### src/rtl/mux_scan_sel.sv
// Registered N-channel mux with an auto-scan sequencer.
// Manual mode follows sel; scan mode sweeps channels with a fixed dwell.
module mux_scan_sel #(
    parameter int N     = 8,
    parameter int W     = 8,
    parameter int SELW  = 3,
    parameter int DWELL = 4
) (
    input  logic            clk,
    input  logic            rst_n,
    input  logic [N*W-1:0]  din,
    input  logic [SELW-1:0] sel,
    input  logic            mode,
    input  logic            en,
    output logic [W-1:0]    y,
    output logic            y_valid,
    output logic [SELW-1:0] ch,
    output logic            wrap
);

    localparam int DW = (DWELL > 1) ? $clog2(DWELL) : 1;
    localparam logic [SELW:0]   NCH   = (SELW+1)'(N);
    localparam logic [SELW-1:0] LAST  = SELW'(N - 1);
    localparam logic [DW-1:0]   DLAST = DW'(DWELL - 1);

    logic [SELW-1:0] ptr, ptr_n, ch_n, idx;
    logic [DW-1:0]   dcnt, dcnt_n;
    logic [W-1:0]    y_n, pick;
    logic            valid_n, wrap_n;
    logic            hold, man, scan, in_range;

    assign hold     = !en;
    assign man      = en && !mode;
    assign scan     = en && mode;
    assign in_range = {1'b0, sel} < NCH;
    assign idx      = mode ? ptr : sel;

    // Explicit compare chain keeps out-of-range selects from reading past din.
    always_comb begin
        pick = '0;
        for (int k = 0; k < N; k++) begin
            if (idx == SELW'(k)) pick = din[k*W +: W];
        end
    end

    always_comb begin
        y_n     = y;
        ch_n    = ch;
        ptr_n   = ptr;
        dcnt_n  = dcnt;
        valid_n = 1'b0;
        wrap_n  = 1'b0;
        unique case (1'b1)
            hold: ;
            man: begin
                if (in_range) begin
                    y_n     = pick;
                    ch_n    = sel;
                    ptr_n   = sel;
                    dcnt_n  = '0;
                    valid_n = 1'b1;
                end else begin
                    y_n = '0;
                end
            end
            scan: begin
                y_n     = pick;
                ch_n    = ptr;
                valid_n = 1'b1;
                if (dcnt == DLAST) begin
                    dcnt_n = '0;
                    ptr_n  = (ptr == LAST) ? '0 : ptr + SELW'(1);
                    wrap_n = (ptr == LAST);
                end else begin
                    dcnt_n = dcnt + DW'(1);
                end
            end
            default: ;
        endcase
    end

    always_ff @(posedge clk or negedge rst_n) begin
        if (!rst_n) begin
            y       <= '0;
            y_valid <= 1'b0;
            ch      <= '0;
            wrap    <= 1'b0;
            ptr     <= '0;
            dcnt    <= '0;
        end else begin
            y       <= y_n;
            y_valid <= valid_n;
            ch      <= ch_n;
            wrap    <= wrap_n;
            ptr     <= ptr_n;
            dcnt    <= dcnt_n;
        end
    end

endmodule

### config.mk
export PLATFORM = sky130hd
export DESIGN_NAME = mux_scan_sel
export DESIGN_NICKNAME = d
export VERILOG_FILES = /design/src/rtl/mux_scan_sel.sv
export SDC_FILE = /design/constraint.sdc
export NUM_CORES = 1
export LEC_CHECK = 0
export ABC_AREA = 0
export BUFFER_PORTS_ARGS = -buffer_cell sky130_fd_sc_hd__buf_2
export CORE_ASPECT_RATIO = 1.75
export CORE_MARGIN = 8
export CORE_UTILIZATION = 47
export CTS_CLUSTER_DIAMETER = 120
export DETAILED_ROUTE_END_ITERATION = 6
export GPL_ROUTABILITY_DRIVEN = 0
export PLACE_DENSITY = 0.92
export SLEW_MARGIN = 30
export SYNTH_ARGS = -nofsm -noshare
export SYNTH_HDL_FRONTEND = slang
export SYNTH_SLANG_ARGS = --single-unit
### constraint.sdc
create_clock -name clk -period 3.94 [get_ports clk]
set_input_delay 0.394 -clock clk [delete_from_list [all_inputs] [get_ports clk]]
set_output_delay 0.394 -clock clk [all_outputs]
set_load 0.01 [all_outputs]
; After elaboration in Yosys (flattened, before gate mapping)
; Cells that the tools add are included.
[word_totals]
elab_cells = 43
ff_bits = 18
out_inout_bits = 13
in_bits = 71
[classes]
muxes = 18
reduce_logical = 7
n_eq_ne = 10
n_addsub = 2
[op_table]
columns = cell, n
row1 = $mux 8, 8
row2 = $eq 3x3->1 const B, 5
row3 = $pmux 3 s2, 2
row4 = $mux 3, 3
row5 = $eq 3x2->1 const B, 2
row6 = $pmux 2 s2, 1
row7 = $add 3x1->3 const B, 1
row8 = $eq 3x1->1 const B, 1
row9 = $logic_not 3->1, 1
row10 = $mux 1, 3
row11 = $add 2x1->2 const B, 1
row12 = $eq 2x2->1 const B, 1
row13 = $logic_and 1x1->1, 2
row14 = $mux 2, 1
row15 = $ne 2x1->1 const B, 1
row16 = $reduce_and 2->1, 1
row17 = $reduce_bool 2->1, 1
row18 = $reduce_or 2->1, 1
row19 = $logic_not 1->1, 1

; Longest topological paths before layout
[depth]
ltp_word = 10
depth_mapped = 8
ltp_nobuf = 5

; Worst setup path after synthesis
; No wires, ideal clock.
[synth_path]
path_kind = register to register
from = register ptr[0]
to = register y[3]
required_ns = 3.816
path_buffers = 1
slack_ns = 2.097
setup_time_ns = 0.124
arrival_time_ns = 1.719
stages_incl_launch_ff = 7
period_less_slack_ns = 1.843
cell_sequence = dfrtp_1 > mux2_4 > buf_6 > mux2_4 > a221o_1 > a221oi_2 > nor2_1
[synth_between]
elab_chain_len = 10
elab_cells_between_ends = 17
cone_classes = eq/ne (7) / mux (9) / reduce/logical (1)
[synth_lines]
columns = element, line
row1 = start: declaration, 26  ; logic [SELW-1:0] ptr, ptr_n, ch_n, idx;
row2 = start signal: assignment, 95  ; ptr <= ptr_n;
row3 = $mux 3 *, 36  ; assign idx = mode ? ptr : sel;
row4 = $logic_not 3->1, 42  ; if (idx == SELW'(k)) pick = din[k*W +: W];
row5 = $mux 8 (7 in a row), 42
row6 = $mux 8 *, 42
row7 = end signal: assignment, 91  ; y <= y_n;
row8 = end: declaration, 15  ; output logic [W-1:0] y,
; Mark *: on every way between the ends. The rest lies on a longest branch, timed or not.
; A chain may end at the register's enable or synchronous reset.

; Worst setup path after layout
[layout_path]
from = input mode
to = register y[2]
[layout_between]
elab_chain_len = 10
elab_cells_between_ends = 21
cone_classes = eq/ne (7) / mux (9) / reduce/logical (5)
[layout_lines]
columns = element, line
row1 = start: declaration, 13  ; input logic mode,
row2 = $mux 3, 36
row3 = $logic_not 3->1, 42
row4 = $mux 8 (8 in a row), 42
; Parallel ways exist; a longest one is shown, timed or not.

==> qor.csv <==
metric;value;unit
grt_overflow;0;
critPathMaxFanout;24;
placed_area;1820;um2
antenna_left;0;
path_delay_family;multiplexers;
p_seq_frac;0.384;
io_pins;84;
dr.pass1.iters;4;
syn-cell-area;1420;um2
post_cts_resized;0;
h-tree-depth;1;
status;completed;
synth_top_family_by_area;compound AO/OA/AOI/OAI gates;
ctsHoldBuffers;0;
slew_violations;0;
setup_violations;0;
tightestPinTransition;0.675;ns
yosys.area_share.simple;0.172;
die_area;5110;um2
yosys_warnings;0;
endpoint_kind;flop;
yosysSeqAreaShare;0.317;
hpwl;3.80;mm
antenna_found_initial;0;
worst_ep_required_time;4.03;ns
p_comb_frac;0.425;
fmax;483;MHz
ys_ff_latch;18;
cts_tree;done;
final_nets;322;
stdcell_area;1870;um2
slew_headroom;0.550;
syn_avg_cell_area;8.31;um2
power.share.switching;0.357;
final_common_cell;buf_2;
die_y;88.8;um
powerDensity;342;nW/um2
maxCapViolCount;0;
gr-usage-all-layers;0.183;
final_cell_mix;83 x buf_2, 25 x nand2_1, 18 x dfrtp_1, 14 x nor2_1, 14 x o21ai_0;
worstSkewPairLatency;0.25;ns
diodes;0;
wl_per_cell;17.0;um
synth_cells;171;
period_share;0.526;
cpPeakStageDelay;0.41;ns
utilization;0.645;
initial_core_util;0.491;
startpoint_type;primary input;
grt_pass1_vias;1677;
setup_tns;0;ns
syn_to_final_growth;31.4;%
internal-power;0.000411;W
fin_skew;0.00258;ns
numCtsBuffers;3;
synthMuxAreaShare;0.129;
peakVddDrop;0.199;mV
post-route-min-period;2.07;ns
synth_xor_area_frac;0;
clkPwrFrac;0.190;
rsz0062_at_grt;false;
nFillCells;256;
drc;0;
buffer_ports.inserted;83;
drtIter0Drc;49;
drive_above_1_share;0.411;
critPathKind;in2reg;
viasPerCell;6.06;
cp_num_buf_inv;1;
grt_pass1_wl;7.42;mm
numClockSinks;18;
switchingPower;0.000228;W
setup_ws;1.87;ns
cts_buffer_depth;2;
grt_max_degree;30;
cpMaxStageDelayCell;mux2_4;
synth_compound_area_frac;0.292;
power.leakage;0.909;nW
worstPathArrival;2.16;ns
cp_cell_sequence;buf_2, mux2_4, mux2_2, a221o_1, a221oi_1, a311oi_1;
drt_wl_total;4.66;mm
row_count;26;
synth.distinct_cells;34;
pre_cts_ws;1.51;ns
core_area;2900;um2
clk_pin_slew;0.06;ns
post-cts-setup-buffers;0;
hold_viol;0;
yosys.area_share.adder;0.0264;
cts-root-buf;clkbuf_8;
vias;1660;
dieWidth;57.6;um
syn_nets;245;
hold_class;in2async;
[state kept, by name, indices dropped and copies added, names as in the netlist]
register  count
y_valid       1
ch            3
wrap          1
y             8
ptr           3
dcnt          2
[power by group through the flow]
stage                     sequential, W  clock, W  combinational [W]
final                          0.000245  0.000122           0.000272
after global routing           0.000250  0.000133           0.000301
after CTS                      0.000245  0.000126           0.000272
after detailed placement       0.000248         0           0.000271
after global placement         0.000245         0           0.000267
after floorplan                0.000255         0           0.000164
[routing by layer]
metal	share of wire	track usage	up-vias
met5	0	0	-
li1	-	-	800
met1	0.37	0.185	771
met3	0.070	0.0509	14
met2	0.52	0.313	75
met4	0.035	0.131	0
[synthesized netlist by cell type]
library cell  count  area [um2]
nand2_1          25        93.8
dfrtp_1          18         450
nor2_1           14        52.6
o21ai_0          14        70.1
nand3_1          11        55.1
a31oi_1           7        43.8
inv_1             7        26.3
buf_2             6        30.0
clkbuf_1          6        22.5
mux2i_1           6        60.1
nor3_1            6        30.0
a221o_1           5        50.1
mux2_2            5        56.3
a211oi_1          4        30.0
a221oi_1          4        35.0
o22ai_1           4        25.0
a21oi_1           3        15.0
a22o_1            3        26.3
ha_1              3        37.5
mux2_4            3        45.0
a311oi_1          2        17.5
o2111ai_1         2        17.5
o211ai_1          2        15.0
a221oi_2          1        15.0
buf_6             1        11.3
mux4_2            1        22.5
nand2b_1          1        6.26
nand4_1           1        6.26
o21ai_1           1        5.00
o221a_2           1        11.3
o2bb2ai_1         1        8.76
o311ai_0          1        8.76
o31ai_2           1        12.5
o32ai_1           1        8.76
[kinds of logic (layout without fill, tap and decap cells)]
kind of cell,Yosys count,after routing
compound gates,57,57
buf+inv,20,95
simple gates,58,58
flops,18,18
mux,15,15
fa+ha+maj,3,3
[worst paths after layout]
check | startpoint | end | slack [ns] | depth (start not counted)
max | mode | y[2]$_DFFE_PN0P_ | 1.87 | 6
min | rst_n | ptr[1]$_DFFE_PN0P_ | 0.06 | 1
max reg2reg | ptr[0]$_DFFE_PN0P_ | y[2]$_DFFE_PN0P_ | 1.87 | 5
min reg2reg | ch[1]$_DFFE_PN0P_ | ch[1]$_DFFE_PN0P_ | 0.52 | 2
max in group asynchronous | rst_n | y[2]$_DFFE_PN0P_ | 3.60 | 1
min in group clk | din[27] | y[3]$_DFFE_PN0P_ | 0.41 | 3
[through the flow]
stage	power, W	hold WS, ns	std cells
2_1_floorplan	0.000419	0.0984	171
3_3_place_gp	0.000512	0.335	271
3_5_place_dp	0.000519	0.337	271
4_1_cts	0.000643	0.0690	274
5_1_grt	0.000684	0.0941	274
6_report	0.000639	0.0614	274
[area by class of cell]
class	count	area [um2]	area share
clock buffer	3	41.3	0.0221
inverter	7	26.3	0.0141
multi-input combinational	133	885	0.474
sequential	18	450	0.241
tap	28	35.0	0.0188
timing repair buffer	85	430	0.230
Note: power is estimated with default switching activity, not from simulation.
